### src/rtl/prefix_sequencer_pkg.sv
// Shared decoder types and fixed instruction-set constants for the prefix sequencer.
// Opcode and modifier positions are measured from the word MSB.
package prefix_sequencer_pkg;

  typedef enum logic [2:0] {
    StIdle,
    StExt,
    StIdxWait,
    StIdx,
    StExtIdxWait,
    StExtIdx
  } seq_state_e;

  typedef enum logic [1:0] {
    RgnReg = 2'd0,
    RgnRam = 2'd1,
    RgnRom = 2'd2
  } region_e;

  localparam int unsigned ExtendWord = 'o00006;
  localparam int unsigned OpW        = 3;
  localparam logic [2:0]  OpIndex    = 3'd5;
  localparam int unsigned ModW       = 2;

endpackage

### src/rtl/oc_adder.sv
// Combinational adder: end-around carry (ones' complement) when ONES_COMP != 0,
// plain modular add otherwise.
module oc_adder #(
  parameter int unsigned WIDTH     = 15,
  parameter int unsigned ONES_COMP = 1
) (
  input  logic [WIDTH-1:0] a,
  input  logic [WIDTH-1:0] b,
  output logic [WIDTH-1:0] sum
);

  logic [WIDTH:0] raw;

  always_comb begin
    raw = {1'b0, a} + {1'b0, b};
    sum = raw[WIDTH-1:0];
    // Folding the carry back in cannot carry out a second time.
    if (ONES_COMP != 0) begin
      sum = raw[WIDTH-1:0] + WIDTH'(raw[WIDTH]);
    end
  end

endmodule

### src/rtl/prefix_sequencer.sv
// Folds EXTEND / INDEX prefix words into the following instruction and emits one
// effective word per sequence through a single-entry output register.
module prefix_sequencer
  import prefix_sequencer_pkg::*;
#(
  parameter int unsigned WORD_W    = 15,
  parameter int unsigned ADDR_W    = 12,
  parameter int unsigned ROM_BASE  = 'o2000,
  parameter int unsigned NREG      = 13,
  parameter int unsigned ONES_COMP = 1
) (
  input  logic              clock,
  input  logic              rst,
  input  logic              in_valid,
  output logic              in_ready,
  input  logic [WORD_W-1:0] in_instr,
  input  logic [ADDR_W-1:0] in_pc,
  input  logic              idx_valid,
  input  logic [WORD_W-1:0] idx_data,
  input  logic              flush,
  output logic              out_valid,
  input  logic              out_ready,
  output logic [WORD_W-1:0] out_instr,
  output logic              out_ext,
  output logic [1:0]        out_region,
  output logic [ADDR_W-1:0] out_pc,
  output logic              int_inhibit
);

  localparam logic [ADDR_W-1:0] NregAddr = ADDR_W'(NREG);
  localparam logic [ADDR_W-1:0] RomAddr  = ADDR_W'(ROM_BASE);

  function automatic region_e classify(logic [ADDR_W-1:0] addr);
    if (addr < NregAddr) return RgnReg;
    else if (addr < RomAddr) return RgnRam;
    else return RgnRom;
  endfunction

  seq_state_e        state_q, state_d;
  logic [WORD_W-1:0] index_sum_q, index_sum_d;
  logic              idx_add_q, idx_add_d;  // next INDEX operand accumulates
  logic              out_valid_q, out_valid_d;
  logic [WORD_W-1:0] out_instr_q, out_instr_d;
  logic              out_ext_q, out_ext_d;
  region_e           out_region_q, out_region_d;
  logic [ADDR_W-1:0] out_pc_q, out_pc_d;

  logic              wait_st, idx_st, ext_st, accept, emit;
  logic              is_extend, is_index_op, is_index;
  logic [WORD_W-1:0] add_a, add_sum, eff;

  // One adder serves both paths: word modification never coincides with a wait state.
  assign wait_st = (state_q == StIdxWait) || (state_q == StExtIdxWait);
  assign idx_st  = (state_q == StIdx) || (state_q == StExtIdx);
  assign ext_st  = (state_q == StExt) || (state_q == StExtIdx);
  assign add_a   = wait_st ? idx_data : in_instr;

  oc_adder #(
    .WIDTH     (WORD_W),
    .ONES_COMP (ONES_COMP)
  ) u_oc_adder (
    .a   (add_a),
    .b   (index_sum_q),
    .sum (add_sum)
  );

  assign eff         = idx_st ? add_sum : in_instr;
  assign accept      = in_valid && in_ready;
  assign is_extend   = (eff == WORD_W'(ExtendWord));
  assign is_index_op = (eff[WORD_W-1 -: OpW] == OpIndex);
  assign is_index    = is_index_op && (eff[WORD_W-1-OpW -: ModW] == '0);

  always_ff @(posedge clock or posedge rst) begin
    if (rst) begin
      state_q      <= StIdle;
      index_sum_q  <= '0;
      idx_add_q    <= 1'b0;
      out_valid_q  <= 1'b0;
      out_instr_q  <= '0;
      out_ext_q    <= 1'b0;
      out_region_q <= RgnReg;
      out_pc_q     <= '0;
    end else begin
      state_q      <= state_d;
      index_sum_q  <= index_sum_d;
      idx_add_q    <= idx_add_d;
      out_valid_q  <= out_valid_d;
      out_instr_q  <= out_instr_d;
      out_ext_q    <= out_ext_d;
      out_region_q <= out_region_d;
      out_pc_q     <= out_pc_d;
    end
  end

  always_comb begin
    state_d     = state_q;
    index_sum_d = index_sum_q;
    idx_add_d   = idx_add_q;
    emit        = 1'b0;
    if (flush) begin
      state_d     = StIdle;
      index_sum_d = '0;
      idx_add_d   = 1'b0;
    end else begin
      unique case (state_q)
        StIdle: begin
          if (accept) begin
            if (is_extend) begin
              state_d = StExt;
            end else if (is_index) begin
              state_d   = StIdxWait;
              idx_add_d = 1'b0;
            end else begin
              emit = 1'b1;
            end
          end
        end
        StIdx: begin
          if (accept) begin
            if (is_index) begin
              state_d   = StIdxWait;
              idx_add_d = 1'b1;
            end else begin
              emit = 1'b1;
            end
          end
        end
        StExt: begin
          if (accept) begin
            if (is_index_op) begin
              state_d   = StExtIdxWait;
              idx_add_d = 1'b0;
            end else begin
              emit = 1'b1;
            end
          end
        end
        StExtIdx: begin
          if (accept) emit = 1'b1;
        end
        StIdxWait: begin
          if (idx_valid) begin
            index_sum_d = idx_add_q ? add_sum : idx_data;
            state_d     = StIdx;
          end
        end
        StExtIdxWait: begin
          if (idx_valid) begin
            index_sum_d = idx_data;
            state_d     = StExtIdx;
          end
        end
        default: state_d = StIdle;
      endcase
      if (emit) begin
        state_d     = StIdle;
        index_sum_d = '0;
        idx_add_d   = 1'b0;
      end
    end
  end

  always_comb begin
    out_valid_d  = out_valid_q && !out_ready;
    out_instr_d  = out_instr_q;
    out_ext_d    = out_ext_q;
    out_region_d = out_region_q;
    out_pc_d     = out_pc_q;
    if (emit) begin
      out_valid_d  = 1'b1;
      out_instr_d  = eff;
      out_ext_d    = ext_st;
      out_region_d = classify(eff[ADDR_W-1:0]);
      out_pc_d     = in_pc;
    end
  end

  always_comb begin
    in_ready    = !rst && !wait_st && !flush && (!out_valid_q || out_ready);
    int_inhibit = (state_q != StIdle);
    out_valid   = out_valid_q;
    out_instr   = out_instr_q;
    out_ext     = out_ext_q;
    out_region  = out_region_q;
    out_pc      = out_pc_q;
  end

endmodule

### config.mk
export PLATFORM = sky130hd
export DESIGN_NAME = prefix_sequencer
export DESIGN_NICKNAME = d
export VERILOG_FILES = /design/src/rtl/prefix_sequencer_pkg.sv /design/src/rtl/oc_adder.sv /design/src/rtl/prefix_sequencer.sv
export SDC_FILE = /design/constraint.sdc
export NUM_CORES = 1
export LEC_CHECK = 0
export CORE_ASPECT_RATIO = 0.7
export CORE_UTILIZATION = 48
export CTS_CLUSTER_DIAMETER = 30
export DETAILED_ROUTE_END_ITERATION = 8
export PLACE_DENSITY = 0.78
export SLEW_MARGIN = 20
export SYNTH_ARGS = -nofsm -noshare
export SYNTH_HDL_FRONTEND = slang
export SYNTH_SLANG_ARGS = --single-unit
### constraint.sdc
create_clock -name clock -period 5.5 [get_ports clock]
set_input_delay 0.825 -clock clock [delete_from_list [all_inputs] [get_ports clock]]
set_output_delay 0.825 -clock clock [all_outputs]
set_load 0.05 [all_outputs]
* Yosys cells after proc, flatten, opt, wreduce, memory -nomap -nowiden
Cells that the tools add are included.
** Word-level totals
- Bits in registers :: 50
- Output and inout port bits :: 33
- Logic and storage cells :: 94
** Operators by class
- Add/sub/neg operators :: 2
- Order comparisons :: 2
- Eq/ne operators :: 17
- Multiplexer cells :: 42
- Reductions and logical operators :: 23
** Operators with widths (number)
- $mux W15 :: 7
- $mux W3 :: 10
- $pmux W15 S2 :: 1
- $ne A4 B3 Y1 const B :: 6
- $mux W1 :: 19
- $pmux W3 S6 :: 1
- $add A15 B15 Y16 :: 1
- $add A15 B1 Y15 :: 1
- $eq A15 B3 Y1 const B :: 1
- $lt A12 B11 Y1 const B :: 1
- $lt A12 B4 Y1 const B :: 1
- $ne A4 B4 Y1 const B :: 3
- $eq A3 B3 Y1 const B :: 3
- $reduce_and A8 Y1 :: 1
- $reduce_and A7 Y1 :: 1
- $eq A3 B2 Y1 const B :: 2
- $logic_and A1 B1 Y1 :: 6
- $logic_not A1 Y1 :: 5
- $reduce_bool A5 Y1 :: 1
- $logic_or A1 B1 Y1 :: 4
- $mux W2 :: 2
- $pmux W1 S4 :: 1
- $reduce_bool A4 Y1 :: 1
- $eq A3 B1 Y1 const B :: 1
- other kinds (6) :: 6

* Longest topological paths before layout
- Depth in word-level cells :: 15
- Depth in mapped cells :: 29

* By module
From an unflattened synthesis, not the netlist that was laid out.
** Unflattened totals
- Cells, all modules :: 375
- Area, all modules :: 4124.0 sq um
** Modules (own cells, without submodules)
- prefix_sequencer :: times used 1, cells each 260, area each 3170.5 sq um, seq. area each 1251.2 sq um
- oc_adder :: times used 1, cells each 115, area each 953.4 sq um, seq. area each 0.0 sq um

* Worst setup path after synthesis
Ideal clock, no wire load.
- Path kind :: reg-to-reg
- Start :: reg state_q[1]
- End :: reg state_q[0]
- Library setup time :: 104 ps
- Data arrival time :: 5141 ps
- Required time :: 5396 ps
- Setup slack :: 255 ps
- Stages on the path, launching flop included :: 29
- Path through :: dfrtp_1 > xor2_1 > and2_1 > clkbuf_1 > buf_1 > nand2_1 > nand2_1 > ha_1 > o21ai_1 > o21ai_1 > a21oi_2 > o21ai_0 > a21o_1 > a21o_1 > ha_1 > ha_1 > nand2_1 > nor2_1 > nand3_2 > nor4_2 > nand2_1 > xnor2_1 > a2111oi_0 > nand4_1 > nand3_2 > nand2_2 > buf_6 > buf_6 > o41ai_4
** Between the ends
- Cells in the longest elaborated chain, start to end :: 15
- Elaborated cells on any way between the ends :: 45
** RTL lines
- start: declaration :: RTL line prefix_sequencer.sv:39 : seq_state_e state_q, state_d;
- start signal: assignment :: RTL line prefix_sequencer.sv:75 : state_q <= StIdle;
- start signal: assignment :: RTL line prefix_sequencer.sv:84 : state_q <= state_d;
- $eq A3 B2 Y1 / $eq A3 B3 Y1 (equally long branches) :: RTL line prefix_sequencer.sv:53, prefix_sequencer.sv:105
- $logic_or A1 B1 Y1 :: RTL line prefix_sequencer.sv:53 : assign wait_st = (state_q == StIdxWait) || (state_q == StExtIdxWait);
- $mux W15 :: RTL line prefix_sequencer.sv:56 : assign add_a = wait_st ? idx_data : in_instr;
- $add A15 B15 Y16 :: RTL line oc_adder.sv:15 : raw = {1'b0, a} + {1'b0, b};
- $add A15 B1 Y15 :: RTL line oc_adder.sv:19 : sum = raw[WIDTH-1:0] + WIDTH'(raw[WIDTH]);
- $mux W15 :: RTL line prefix_sequencer.sv:67 : assign eff = idx_st ? add_sum : in_instr;
- $eq A3 B3 Y1 / $logic_not A2 Y1 (equally long branches) :: RTL line prefix_sequencer.sv:70, prefix_sequencer.sv:71
- $logic_and A1 B1 Y1 :: RTL line prefix_sequencer.sv:71 : assign is_index = is_index_op && (eff[WORD_W-1-OpW -: ModW] == '0);
- $mux W1 :: RTL line prefix_sequencer.sv:110, prefix_sequencer.sv:120
- $mux W1 :: RTL line prefix_sequencer.sv:108 : if (is_extend) begin
- $mux W1 :: RTL line prefix_sequencer.sv:107 : if (accept) begin
- $pmux W1 S4 :: RTL line prefix_sequencer.sv:105 : unique case (state_q)
- $mux W1 :: RTL line prefix_sequencer.sv:100 : if (flush) begin
- $ne A4 B3 Y1 (no line) (tied with other cells)
- $reduce_and A7 Y1 (no line) / $mux W3 (equally long branches)
Several ways; a longest one is shown, not always the timed one. The select of a mux whose other input is x is not followed.
A chain may end at the register's enable or synchronous reset.

* Final worst setup path
- Start :: in in_instr[7]
- End :: reg out_instr_q[6], in the netlist out_instr[6]
** Between the ends
- Cells in the longest elaborated chain, start to end :: 12
- Elaborated cells on any way between the ends :: 17
** RTL lines
- start: declaration :: RTL line prefix_sequencer.sv:16 : input logic [WORD_W-1:0] in_instr,
- $mux W15 :: RTL line prefix_sequencer.sv:56
- $add A15 B15 Y16 :: RTL line oc_adder.sv:15
- $add A15 B1 Y15 :: RTL line oc_adder.sv:19
- $mux W15 (*) :: RTL line prefix_sequencer.sv:67
- $eq A3 B3 Y1 / $logic_not A2 Y1 (equally long branches) :: RTL line prefix_sequencer.sv:70, prefix_sequencer.sv:71
- $logic_and A1 B1 Y1 :: RTL line prefix_sequencer.sv:71
- $mux W1 :: RTL line prefix_sequencer.sv:110, prefix_sequencer.sv:120
- $mux W1 :: RTL line prefix_sequencer.sv:108
- $mux W1 :: RTL line prefix_sequencer.sv:107
- $pmux W1 S4 :: RTL line prefix_sequencer.sv:105
- $mux W1 (2 in a row) :: RTL line prefix_sequencer.sv:100
- end signal: assignment :: RTL line prefix_sequencer.sv:88 : out_instr_q <= out_instr_d;
- end: declaration :: RTL line prefix_sequencer.sv:43 : logic [WORD_W-1:0] out_instr_q, out_instr_d;
Mark *: on every way between the ends. The rest lies on a longest branch, timed or not. The select of a mux whose other input is x is not followed.

==> impl_metrics.env <==
export IMPL_synth_top_area_share_pct=30.3
export IMPL_hold_violations=0
export IMPL_synth_edff_count=0
export IMPL_max_stage_delay_ns=0.46
export IMPL_slowest_stage="clkdlybuf4s50_1"
export IMPL_track_usage_pct=29.7
export IMPL_start_util_pct=51.0
export IMPL_first_pass_iters=7
export IMPL_setup_tns_final_ns=0
export IMPL_grt_ovfl_total=0
export IMPL_grt_pass1_wl_mm=20.7
export IMPL_drv_cap=0
export IMPL_outcome="finished clean"
export IMPL_first_iter_violations=371
export IMPL_die_h_um=79.6
export IMPL_clock_fmax_mhz=190
export IMPL_nets=662
export IMPL_synthSimpleGateAreaFrac_pct=23.9
export IMPL_leakage_nw=2.47
export IMPL_wl_per_cell_um=18.8
export IMPL_clockBufferDepth=2
export IMPL_reg2reg_slack_ns=0.26
export IMPL_cts_max_level=2
export IMPL_rsz0062_at_grt="true"
export IMPL_cp_max_fo=22
export IMPL_setup_viol=0
export IMPL_postLayoutCellArea_um2=5630
export IMPL_post_dp_hpwl_mm=9.64
export IMPL_antenna_found_initial=0
export IMPL_vdd_drop_max_mv=0.350
export IMPL_async_flop_share_pct=100
export IMPL_placed_area_um2=5410
export IMPL_ys_ff_latch=50
export IMPL_critPathLaunchType="input port"
export IMPL_portBuffers=80
export IMPL_clkLatencyLatePin_ns=0.30
export IMPL_critPathKind="in -> reg"
export IMPL_diodes=0
export IMPL_cts_tree="yes"
export IMPL_core_um2=8110
export IMPL_path_common_cell="nand2_1"
export IMPL_fin_hold_ws_ns=0.506
export IMPL_synth_mux_area_share_pct=13.9
export IMPL_endpoint_kind="register"
export IMPL_synth_fa_ha_area_share_pct=5.63
export IMPL_gp_congestion=0.934
export IMPL_areaGrowthSynthToFinish_pct=36.2
export IMPL_drc=0
export IMPL_max_slew_margin_pct=30.2
export IMPL_worstPathRequired_ns=5.68
export IMPL_clock_sinks=50
export IMPL_syn_area_um2=4130
export IMPL_routed_wl_mm=13.1
export IMPL_finalCritPeriodShare_pct=95.6
export IMPL_crit_arrival_ns=5.44
export IMPL_yosys_area_share_xor_xnor_pct=6.08
export IMPL_yosysSeqAreaShare_pct=30.3
export IMPL_ys_flop_type="dfrtp_1"
export IMPL_drive_above_1_share_pct=21.1
export IMPL_slew_violations=0
export IMPL_synth_top_family_by_area="simple AND/OR/NAND/NOR gates"
export IMPL_path_clk_slew_ns=0.07
export IMPL_syn_nets=542
export IMPL_holdCritPathClass="reg -> reg"
export IMPL_synth_area_top_cells="dfrtp_1 30%, mux2_2 8.7%, nand2_1 8.3%"
export IMPL_grt_max_degree=51
export IMPL_postSynthCellCount=476
export IMPL_vias_per_cell=6.06
export IMPL_yosys_warnings=0
export IMPL_synth_top_area_cell="dfrtp_1"
export IMPL_chipWidth_um=113
export IMPL_drtAntennaViolNets=0
export IMPL_core_rowCount=27
export IMPL_cts_made_buffers=5
export IMPL_fin_skew_ns=0.00729
export IMPL_ioPinCount=81
export IMPL_tightest_slew_ns=1.04
export IMPL_synth_avg_cell_area_um2=8.68
export IMPL_grt_pass1_vias=4091
export IMPL_cts_root_buf="clkbuf_16"
export IMPL_synth_compound_area_share_pct=16.3
export IMPL_die_area_um2=8990
export IMPL_num_vias=4226
export IMPL_ys_types=67
export IMPL_p_per_area_nw_per_um2=441
export IMPL_fin_crit_ns=5.26
export IMPL_postCtsHoldBufs=0
export IMPL_power_mw=2.49
-- logic make-up after synthesis --
| group | after synthesis |
|---|---|
| AO/OA/AOI/OAI | 100 |
| XOR/XNOR | 27 |
| adder cells (fa/ha/maj) | 18 |
| buffers and inverters | 37 |
| flip-flops | 50 |
| multiplexers | 53 |
| AND/OR/NAND/NOR | 191 |
-- worst paths after layout --
| path | from | to | depth (start not counted) |
|---|---|---|---|
| setup / recovery | in_instr[7] | out_instr[6] | 25 |
| hold / removal | out_instr[7] | out_instr[7] | 1 |
| setup reg to reg | state_q[2] | out_instr[6] | 27 |
| hold reg to reg | out_instr[7] | out_instr[7] | 1 |
| max in group asynchronous | rst | out_instr[7] | 2 |
| min in group asynchronous | rst | out_valid | 2 |
-- routing by layer --
metal  GRT usage [%]  routed length (um)
met1            41.4                5820
met2            46.8                5870
met3            5.85                1170
met4            9.21                 229
met5               0                   0
-- final cells by class --
class                           instances  area, um^2
Multi-Input combinational cell        389        2790
Timing Repair Buffer                  139        1280
Clock buffer                            5         125
Clock inverter                          2        15.0
Tap cell                              101         126
Fill cell                             645        2480
Inverter                               11        42.5
Sequential cell                        50        1250
-- registers in the layout, summed over array words and instances (netlist names) --
name	flops
out_instr	15
state_q	3
idx_add_q	1
out_valid	1
out_region	2
index_sum_q	15
out_ext	1
out_pc	12
-- layout by cell type, fill, tap and decap left out, types with 4 or more instances in the layout --
| master | count |
|---|---|
| o21ai_0 | 26 |
| o21ai_1 | 5 |
| nand2_1 | 91 |
| clkbuf_16 | 5 |
| nand2b_1 | 5 |
| o21a_1 | 4 |
| ha_1 | 15 |
| mux2_2 | 32 |
| o22ai_1 | 15 |
| nor3_1 | 11 |
| nand3_1 | 4 |
| buf_4 | 55 |
| nor2b_1 | 5 |
| nand3b_1 | 15 |
| xnor2_1 | 15 |
| inv_1 | 10 |
| xor2_1 | 8 |
| a21oi_1 | 15 |
| clkdlybuf4s50_1 | 79 |
| and2_1 | 6 |
| dfrtp_1 | 50 |
| mux2i_1 | 18 |
| a21o_1 | 6 |
| nor2_1 | 25 |
-- through the flow --
step | setup slack, ns | std cells | utilization [%]
floorplan | 0.255 | 476 | -
global placement | 0.0204 | 689 | 66.8
detailed placement | -0.335 | 689 | 66.8
CTS | 0.0507 | 696 | 68.6
global route | -0.0684 | 697 | 69.5
finish | 0.245 | 697 | 69.5
-- cell usage after synthesis (15+ instances only) --
cell type	number
xnor2_1	16
mux2_2	32
nand2_1	91
dfrtp_1	50
ha_1	17
nor2_1	25
clkbuf_1	15
nand3b_1	15
mux2i_1	18
o21ai_0	28
o22ai_1	15
a21oi_1	15
-- worst max-delay path: cells and delay by family --
family	cells	cell delay [ns]
buffers and inverters	3	0.80
muxes	1	0.32
AOI/OAI and AO/OA	6	1.15
and+or+nand+nor	11	1.48
xor gates and xnor gates	1	0.18
adders and majority gates	3	0.69
-- report_power, final --
group	switching [mW]	total, mW	internal [mW]
logic	0.976	1.60	0.627
clock network	0.149	0.316	0.167
registers	0.0737	0.567	0.493
total	1.20	2.49	1.29
-- timing repair --
| item | CTS | global route |
|---|---|---|
| pin swaps | 0 | 5 |
| cloned | 0 | 0 |
| setup buffers | 0 | 1 |
| resized for setup | 2 | 15 |
| endpoints found under the setup margin | 26 | 49 |
(Power assumes the default switching activity.)
